<file path="src/rtl/hazard_ctrl.sv">
// Pipeline hazard/redirect controller for the 5-stage MIPS datapath.
// Produces stall, flushes, IF redirect, EX forwarding selects and saturating event counters.
//
// state  | meaning
// RUN    | redirects accepted, normal hazard handling
// SHADOW | post-redirect window, further ex_redirect ignored
module hazard_ctrl #(
  parameter int SHADOW_CYCLES = 2,
  parameter int CNT_W         = 16
) (
  input  logic             clk,
  input  logic             reset,
  input  logic [4:0]       id_rs,
  input  logic [4:0]       id_rt,
  input  logic             id_use_rs,
  input  logic             id_use_rt,
  input  logic [4:0]       ex_rs,
  input  logic [4:0]       ex_rt,
  input  logic [4:0]       ex_rd,
  input  logic             ex_we,
  input  logic             ex_is_load,
  input  logic [4:0]       mem_rd,
  input  logic             mem_we,
  input  logic             mem_is_load,
  input  logic [4:0]       wb_rd,
  input  logic             wb_we,
  input  logic             ex_redirect,
  input  logic [31:0]      ex_target,
  output logic             stall,
  output logic             flush_if_id,
  output logic             flush_id_ex,
  output logic             jump_cs,
  output logic [31:0]      next_pc,
  output logic [1:0]       fwd_a,
  output logic [1:0]       fwd_b,
  output logic [CNT_W-1:0] stall_count,
  output logic [CNT_W-1:0] flush_count
);

  typedef enum logic {RUN, SHADOW} state_t;

  state_t           state_q, state_d;
  logic [2:0]       shadow_q, shadow_d;
  logic [31:0]      npc_q;
  logic [CNT_W-1:0] stall_cnt_q, flush_cnt_q;
  logic             load_use, accept, stall_i;
  logic [1:0]       fwd_a_i, fwd_b_i;

  function automatic logic [1:0] fwd_sel(input logic [4:0] r,
                                         input logic [4:0] m_rd, input logic m_we,
                                         input logic m_ld, input logic [4:0] w_rd,
                                         input logic w_we);
    logic [1:0] sel;
    sel = 2'b00;
    if (r != 5'd0) begin
      if (m_we && !m_ld && m_rd == r) sel = 2'b10;
      else if (w_we && w_rd == r)     sel = 2'b01;
    end
    return sel;
  endfunction

  always_comb begin
    state_d  = state_q;
    shadow_d = shadow_q;
    load_use = ex_we && ex_is_load && (ex_rd != 5'd0) &&
               ((id_use_rs && id_rs == ex_rd) || (id_use_rt && id_rt == ex_rd));
    accept   = ex_redirect && (state_q == RUN);
    // a redirect squashes the ID instruction, so its load-use stall is moot
    stall_i  = load_use && !accept;
    fwd_a_i  = fwd_sel(ex_rs, mem_rd, mem_we, mem_is_load, wb_rd, wb_we);
    fwd_b_i  = fwd_sel(ex_rt, mem_rd, mem_we, mem_is_load, wb_rd, wb_we);
    case (state_q)
      RUN: begin
        if (accept) begin
          state_d  = SHADOW;
          shadow_d = 3'(SHADOW_CYCLES);
        end
      end
      SHADOW: begin
        shadow_d = shadow_q - 3'd1;
        if (shadow_q == 3'd1) state_d = RUN;
      end
      default: state_d = RUN;
    endcase
  end

  always_ff @(posedge clk) begin
    if (reset) begin
      state_q     <= RUN;
      shadow_q    <= 3'd0;
      npc_q       <= 32'd0;
      stall_cnt_q <= '0;
      flush_cnt_q <= '0;
    end else begin
      state_q  <= state_d;
      shadow_q <= shadow_d;
      if (accept) npc_q <= ex_target;
      if (stall_i && stall_cnt_q != '1) stall_cnt_q <= stall_cnt_q + CNT_W'(1);
      if (accept && flush_cnt_q != '1)  flush_cnt_q <= flush_cnt_q + CNT_W'(1);
    end
  end

  // outputs are forced low for the whole reset cycle, not just after the edge
  assign stall       = !reset && stall_i;
  assign flush_if_id = !reset && accept;
  assign flush_id_ex = !reset && (accept || load_use);
  assign jump_cs     = !reset && accept;
  assign next_pc     = reset ? 32'd0 : (accept ? ex_target : npc_q);
  assign fwd_a       = reset ? 2'b00 : fwd_a_i;
  assign fwd_b       = reset ? 2'b00 : fwd_b_i;
  assign stall_count = reset ? '0 : stall_cnt_q;
  assign flush_count = reset ? '0 : flush_cnt_q;

endmodule

</file>
<file path="config.mk">
export PLATFORM = sky130hd
export DESIGN_NAME = hazard_ctrl
export DESIGN_NICKNAME = d
export VERILOG_FILES = /design/src/rtl/hazard_ctrl.sv
export SDC_FILE = /design/constraint.sdc
export NUM_CORES = 1
export LEC_CHECK = 0
export BUFFER_PORTS_ARGS = -buffer_cell sky130_fd_sc_hd__buf_2
export CAP_MARGIN = 20
export CORE_UTILIZATION = 41
export CTS_CLUSTER_SIZE = 25
export DETAILED_ROUTE_END_ITERATION = 7
export PLACE_DENSITY = 0.73
export SLEW_MARGIN = 0
export SYNTH_ARGS = -nofsm -noshare
export SYNTH_HDL_FRONTEND = slang
export SYNTH_SLANG_ARGS = --single-unit
</file>
<file path="constraint.sdc">
create_clock -name clk -period 2.7 [get_ports clk]
set_input_delay 0.54 -clock clk [delete_from_list [all_inputs] [get_ports clk]]
set_output_delay 0.54 -clock clk [all_outputs]
set_load 0.01 [all_outputs]
</file>
# --- Word level (Yosys, flattened, before mapping) ---
# Index checks and enable logic that the tools add are counted.
# W data, S select, Z words.
classes:
  add_sub_neg: 3
  n_eq_ne: 10
  muxes: 17
  bitwise: 1
  reduce_logical: 25
ops:
  columns: ["cell", "n"]
  rows:
  - ["$mux W32", 2]
  - ["$add A16 B1 Y16 const B", 2]
  - ["$mux W16", 2]
  - ["$ne A16 B16 Y1 const B", 2]
  - ["$eq A5 B5 Y1", 6]
  - ["$logic_and A1 B1 Y1", 17]
  - ["$reduce_bool A5 Y1", 3]
  - ["$mux W2", 6]
  - ["$pmux W3 S2", 1]
  - ["$mux W1", 4]
  - ["$eq A3 B1 Y1 const B", 1]
  - ["$logic_not A1 Y1", 3]
  - ["$mux W3", 1]
  - ["$sub A3 B1 Y3 const B", 1]
  - ["$logic_or A1 B1 Y1", 2]
  - ["$ne A2 B2 Y1 const B", 1]
  - ["$pmux W1 S2", 1]
  - ["$not A1 Y1", 1]
word_totals:
  regBits: 68
  input_bits: 77
  output_inout_bits: 72

# --- Logic depth before layout (Yosys ltp) ---
# Gate-level depths: netlist (run 1).
depth:
  word_depth: 6
  ltp_mapped: 8
  depth_no_buf: 6

# --- Worst setup path before layout (run 1) ---
# OpenSTA, ideal clock, no wires.
synth_timing:
  path_kind: "input-to-output"
  start: "input port ex_rd[3]"
  end: "output port stall"
  arrival_time_ns: 1.854
  required_time_ns: 2.160
  slack_ns: 0.306
  cell_stages: 6
  cell_sequence: "xor2_1 > nor4_2 > a32oi_2 > buf_6 > clkbuf_1 > nor3_1"
synth_between:
  elab_chain_len: 6
  elab_cells_between_ends: 10
  cone_classes: "2 x eq/ne; 8 x reduce/logical"
synth_rtl:
  columns: ["element", "line", "text"]
  rows:
  - ["start, declared", "19", "input logic [4:0] ex_rd,"]
  - ["$eq A5 B5 Y1", "66", "((id_use_rs && id_rs == ex_rd) || (id_use_rt && id_rt == ex_rd));"]
  - ["$logic_and A1 B1 Y1", "66", null]
  - ["$logic_or A1 B1 Y1", "66", null]
  - ["$logic_and A1 B1 Y1 *", "65", "load_use = ex_we && ex_is_load && (ex_rd != 5'd0) &&"]
  - ["$logic_and A1 B1 Y1 *", "69", "stall_i = load_use && !accept;"]
  - ["$logic_and A1 B1 Y1 *", "104", "assign stall = !reset && stall_i;"]
  - ["end, declared", "29", "output logic stall,"]
# Every way passes the cells marked *; elsewhere a longest branch is shown, timed or not.

# --- Final worst setup path (run 1) ---
layout_timing:
  start: "input port ex_rd[1]"
  end: "output port flush_id_ex"
layout_between:
  elab_chain_len: 6
  elab_cells_between_ends: 10
  cone_classes: "2 x eq/ne; 8 x reduce/logical"
layout_rtl:
  columns: ["element", "line", "text"]
  rows:
  - ["$eq A5 B5 Y1", "66", null]
  - ["$logic_and A1 B1 Y1", "66", null]
  - ["$logic_or A1 B1 Y1", "66", null]
  - ["$logic_and A1 B1 Y1 *", "65", null]
  - ["$logic_or A1 B1 Y1 *", "106", "assign flush_id_ex = !reset && (accept || load_use);"]
  - ["$logic_and A1 B1 Y1 *", "106", null]
  - ["end, declared", "31", "output logic flush_id_ex,"]
# Marked as above.

==> impl_metrics.py, run 1 <==
metrics = {
    "status": {
        "run_status": "finished clean",
    },
    "synth": {
        "synth-simple-area-share_pct": 30.4,
        "syn_area_per_cell_um2": 8.06,
        "postSynthCellCount": 445,
        "synth-adder-area-share_pct": 1.40,
        "yosys-top-cells-count": "nand2_1 (77), dfxtp_1 (68), a21oi_1 (46)",
        "synth_ff_type": "dfxtp_1",
        "yosys_warnings": 0,
        "synth_area_mm2": 0.00359,
        "postSynthRegisterBits": 68,
        "synthMostInstantiatedCell": "nand2_1",
        "yosysTopAreaCellShare_pct": 37.9,
        "fraction_of_the_mapped_netlist_area_in_compound_gates_pct": 14.3,
        "post_synth_main_area_contributors": "dfxtp_1 (38%), nand2_1 (8.1%), xnor2_1 (6.8%)",
        "synth.largest_area_cell": "dfxtp_1",
        "yosys.cell_types.count": 48,
        "post_synthesis_share_of_cell_area_spent_on_xor_and_xnor_gates_pct": 10.3,
        "syn-num-nets": 526,
        "ys_async_sr_fraction_pct": 0,
        "synth-edff-count": 0,
        "yosys-mux-area-fraction_pct": 1.81,
        "synth_top_family_by_area": "simple AND/OR/NAND/NOR gates",
        "synth-seq-area-share_pct": 37.9,
    },
    "clocking": {
        "post_cts_hold_buffer_count": 0,
        "cts_resized": 0,
        "cts_num_sinks": 68,
        "max-clock-path-buffers": 2,
        "clk_slew_on_worst_s_h_paths_ps": 80,
        "htree_num_levels": 3,
        "post-cts-setup-buffer-count": 0,
        "tritoncts": "done",
        "cts_root_buffer": "clkbuf_8",
        "clk-insertion-delay-late_ps": 340,
        "numCtsBuffers": 9,
    },
    "sta": {
        "relSlewSlack_pct": 72.0,
        "final_sum_of_negative_setup_slack_ps": 0,
        "layout_min_cycle_time_ps": 2420,
        "clock.fmax_ghz": 0.412,
        "slack_of_the_critical_path_ps": 276,
        "fin_skew_ps": 8.38,
        "timing_hold_violations_final": 0,
        "final_max_slew_viol_count": 0,
        "rsz0062_at_grt": "false",
        "final.period_utilization_pct": 89.8,
        "max_slew.worst_pin.slew_ps": 419,
        "report.final.setup_viol": 0,
    },
    "worst_setup_path": {
        "setup_crit_start_kind": "input port",
        "arrival_ps": 1880,
        "worstSetupPathType": "in2out",
        "cp-end-kind": "output pin",
        "timing.critical_path.fanout_max": 3,
        "timing.critical_path.required_ps": 2160,
    },
    "final_layout": {
        "drive_above_1_share_pct": 31.2,
        "layout.core_utilization_pct": 55.6,
        "seq_area_mm2": 0.00136,
        "multi_input_area_mm2": 0.00209,
        "nFillCells": 815,
        "antenna_cells_inserted": 0,
        "area_delta_synth_final_pct": 29.2,
        "post-route-cell-area_mm2": 0.00464,
        "finalNetCount": 665,
    },
    "global_route": {
        "via_count_of_the_first_global_routing_pass": 3306,
        "grt_remaining_overflow": 0,
        "grt_first_pass_wirelength_mm": 14.4,
        "grt_usage_pct": 19.8,
        "grt_max_degree": 70,
        "grt_antenna_before_repair": 0,
    },
    "drt": {
        "route.detailed.drc": 0,
        "drt-total-wl_mm": 8.86,
        "drtAntennaViolNets": 0,
        "first_pass_iters": 4,
        "routed-via-count": 3581,
        "post_drt_wl_per_cell_um": 12.8,
        "dr.first_iter.drc_count": 91,
        "via_per_inst": 5.16,
    },
    "placed_design": {
        "place_congestion": 0.906,
        "placedInstanceArea_mm2": 0.00441,
        "place.detailed.hpwl_mm": 6.53,
        "io_buf_count": 148,
        "place_worst_setup_slack_ps": 285,
    },
    "floorplan": {
        "io_pins": 149,
        "floorplan.rows": 33,
        "die-width_um": 95.5,
        "floorplan.initialDensity_pct": 43.0,
        "chipHeight_um": 95.5,
        "core_region_area_mm2": 0.00834,
        "die_area_mm2": 0.00913,
    },
    "power_and_ir_drop": {
        "max-vdd-ir-drop_mv": 0.341,
        "power-per-cell-area_mw_per_mm2": 496,
        "leakagePower_nw": 1.98,
    },
    "flow_run": {
        "max-cap-violations": 0,
    },
    "min_path": {
        "holdCritPathClass": "in2reg",
    },
}
area by class of cell:
type                    count  area share (%)
clock buffers               9            2.67
well taps                 105            2.83
clock inverters             7            2.13
repair buffers            154            17.5
multi-input cells         345            45.0
inverters                   6           0.486
flip-flops and latches     68            29.4
stage by stage:
step | power [mW] | std cells | hold slack (ps)
2_1_floorplan | 1.26 | 445 | 456
3_3_place_gp | 1.38 | 678 | 441
3_5_place_dp | 1.39 | 678 | 446
4_1_cts | 2.33 | 694 | 433
5_1_grt | 2.41 | 694 | 435
6_report | 2.30 | 694 | 446
placed cells by master, fill, tap and decap left out, types with 5 or more instances in the layout:
cell,n
a21oi_1,46
buf_2,148
clkbuf_8,9
dfxtp_1,68
inv_1,6
nand2_1,77
nand3_1,12
nand4_1,12
nor2_1,31
nor2b_1,31
nor3_1,5
nor4_1,8
o31ai_1,9
or4_1,12
xnor2_1,28
xor2_1,14
cells by family (layout without fill, tap and decap cells):
logic type                 Yosys count  count (layout)
AOI/OAI and AO/OA                   80              80
xor gates and xnor gates            42              42
adders and majority gates            4               4
buffers and inverters               32             176
DFF                                 68              68
muxes                                6               6
and+or+nand+nor                    213             213
sequential cells by signal, summed over array words and instances, names as in the netlist:
register,count
flush_cnt_q,16
state_q,1
stall_cnt_q,16
shadow_q,3
npc_q,32
path summary, 6_finish.rpt:
path | startpoint | endpoint | slack, ps | cells after the start
worst max-delay path | ex_rd[1] | flush_id_ex | 280 | 6
worst min-delay path | ex_target[24] | npc_q[24] | 450 | 3
worst max register to register | state_q | stall_cnt_q[10] | 650 | 5
worst min register to register | npc_q[28] | npc_q[28] | 460 | 2
power breakdown:
part           total, mW  internal [mW]  switching [mW]  leakage, nW
logic              0.311          0.136           0.175         1.31
registers           1.05           1.04          0.0169        0.554
clock network      0.933          0.526           0.406        0.110
worst max-delay path, cell delays in order:
cell	delay (ps)
buf_2	120
or4_4	550
o21ai_0	240
o21ai_0	100
and2_1	180
buf_2	140
metal layers:
| metal | part of all wire [%] | wire, µm | track usage, % |
|---|---|---|---|
| met1 | 44 | 3880 | 24.0 |
| met2 | 49 | 4380 | 34.8 |
| met3 | 6.1 | 538 | 5.18 |
| met4 | 0.67 | 59 | 4.48 |
| met5 | 0 | 0 | 0 |
(Power assumes the default switching activity.)
==> run 2: changes to the inputs <==
--- a/config.mk
+++ b/config.mk
@@ -12,2 +12,3 @@
 export DETAILED_ROUTE_END_ITERATION = 7
+export MAX_ROUTING_LAYER = met4
 export PLACE_DENSITY = 0.73
==> constraint.sdc (replaced) <==
create_clock -name clk -period 2.7 [get_ports clk]
set_input_delay 0.135 -clock clk [delete_from_list [all_inputs] [get_ports clk]]
set_output_delay 0.135 -clock clk [all_outputs]
set_load 0.01 [all_outputs]
==> run 2 against run 1 <==
Effect of this change: non-clock buffer count shrank 1; critical endpoint is now next_pc[14]; critical path depth shrank 1; fmax grew 13%; register-to-register slack gained 50 ps.
==> impl_metrics.py, run 2 (synthesis gave the netlist of run 1 again) <==
metrics = {
    "power_and_ir_drop": {
        "power-per-cell-area_mw_per_mm2": 481,
        "leakagePower_nw": 1.94,
        "share_clk_of_total_power_pct": 38.3,
        "fraction_of_power_spent_switching_nets_pct": 27.4,
        "power_report.internal_total_mw": 1.60,
        "comb_power_share_pct": 13.8,
        "power.net_switching_mw": 0.604,
        "max-vdd-ir-drop_mv": 0.338,
        "relative_contribution_of_sequential_cells_to_total_power_pct": 47.9,
    },
    "final_layout": {
        "nFillCells": 829,
        "largest_register_ffs": 32,
        "layout.cells.most_common": "buf_2",
        "multi_input_area_mm2": 0.00209,
        "largestRegisters": "npc_q x32, flush_cnt_q x16, stall_cnt_q x16",
        "drive_above_1_share_pct": 31.1,
        "finalNetCount": 664,
        "largest_register_by_flop_count": "npc_q",
        "antenna_cells_inserted": 0,
        "seq_area_mm2": 0.00136,
        "stdcell_count": 693,
        "area_delta_synth_final_pct": 27.7,
        "most_frequent_cells_in_the_layout": "buf_2 (148), nand2_1 (77), dfxtp_1 (68)",
    },
    "clocking": {
        "post-cts-setup-buffer-count": 0,
        "clk-insertion-delay-late_ps": 340,
        "cts_resized": 0,
        "cts_num_sinks": 68,
        "htree_num_levels": 3,
        "post_cts_hold_buffer_count": 0,
        "numCtsBuffers": 9,
        "tritoncts": "done",
        "max-clock-path-buffers": 2,
        "cts_root_buffer": "clkbuf_8",
        "clk_slew_on_worst_s_h_paths_ps": 80,
    },
    "status": {
        "run_status": "finished clean",
    },
    "sta": {
        "final.period_utilization_pct": 79.2,
        "clock.fmax_ghz": 0.468,
        "timing_hold_violations_final": 0,
        "final_max_slew_viol_count": 0,
        "max_slew.worst_pin.slew_ps": 1100,
        "relSlewSlack_pct": 26.9,
        "report.final.setup_viol": 0,
        "rsz0062_at_grt": "false",
        "fin_skew_ps": 7.22,
        "layout_min_cycle_time_ps": 2140,
        "final_sum_of_negative_setup_slack_ps": 0,
    },
    "drt": {
        "route.detailed.drc": 0,
        "routed-via-count": 3605,
        "drtAntennaViolNets": 0,
        "drt-total-wl_mm": 8.76,
        "via_per_inst": 5.20,
        "first_pass_iters": 4,
        "post_drt_wl_per_cell_um": 12.6,
        "dr.first_iter.drc_count": 127,
    },
    "global_route": {
        "grt_antenna_before_repair": 0,
        "grt_max_degree": 44,
        "via_count_of_the_first_global_routing_pass": 3230,
        "grt_first_pass_wirelength_mm": 13.9,
        "grt_remaining_overflow": 0,
        "grt_usage_pct": 19.5,
    },
    "min_path": {
        "holdCritPathClass": "in2reg",
    },
    "worst_setup_path": {
        "worstSetupPathType": "reg2out",
        "setup_crit_start_kind": "flip-flop",
        "cp-end-kind": "output pin",
        "arrival_ps": 2000,
        "timing.critical_path.required_ps": 2570,
        "timing.critical_path.fanout_max": 39,
    },
    "placed_design": {
        "place_congestion": 0.957,
        "io_buf_count": 148,
        "place.detailed.hpwl_mm": 6.48,
        "total_placed_cells_including_tap_cells": 677,
    },
    "floorplan": {
        "chipHeight_um": 95.5,
        "die-width_um": 95.5,
        "floorplan.initialDensity_pct": 43.0,
        "die_area_mm2": 0.00913,
        "core_region_area_mm2": 0.00834,
        "floorplan.rows": 33,
        "io_pins": 149,
    },
    "flow_run": {
        "max-cap-violations": 0,
    },
}
run 2: worst max-delay path, cell delays in order, from the launching register on:
cell	delay [ps]
dfxtp_1	490
nand2b_1	270
buf_4	400
nand2_1	90
a21oi_1	230
buf_2	170
run 2: worst paths after layout:
path | startpoint | endpoint | slack [ps] | cells after the start
max | state_q | next_pc[14] | 560 | 5
min | ex_target[12] | npc_q[12] | 40 | 3
max reg2reg | state_q | stall_cnt_q[10] | 700 | 5
min reg2reg | npc_q[30] | npc_q[30] | 460 | 2
run 2: metrics by stage:
stage	utilization [%]	power, mW	cell area, µm²	setup slack [ps]	hold slack, ps
2_1_floorplan	-	1.26	3590	960	321
3_3_place_gp	52.5	1.38	4380	597	392
3_5_place_dp	52.5	1.38	4380	506	398
4_1_cts	54.9	2.23	4580	564	23.2
5_1_grt	54.9	2.31	4580	368	31.0
6_report	54.9	2.20	4580	562	44.1
run 2: final cells by class:
class / instances / share of cell area, %
Clock buffer: 9 / 2.70
Clock inverter: 7 / 1.64
Inverter: 6 / 0.492
Multi-Input combinational cell: 345 / 45.6
Sequential cell: 68 / 29.7
Tap cell: 105 / 2.87
Timing Repair Buffer: 153 / 17.0
run 2: power by group through the flow:
stage	Clock (mW)	Combinational, mW	Sequential, mW
after global routing	0.915	0.338	1.06
after CTS	0.870	0.307	1.05
after detailed placement	0	0.305	1.08
final	0.845	0.303	1.05
after floorplan	0	0.184	1.07
after global placement	0	0.300	1.08
run 2: metal layers:
metal  global-route usage, %  up-vias  wire, µm  part of all wire (%)
met5                       -        -         0                     0
met3                    4.47       11       426                   4.9
met1                    23.6     1673      3920                    45
li1                        -     1827         -                     -
met2                    32.9       94      4330                    49
met4                    4.60        0        80                  0.91
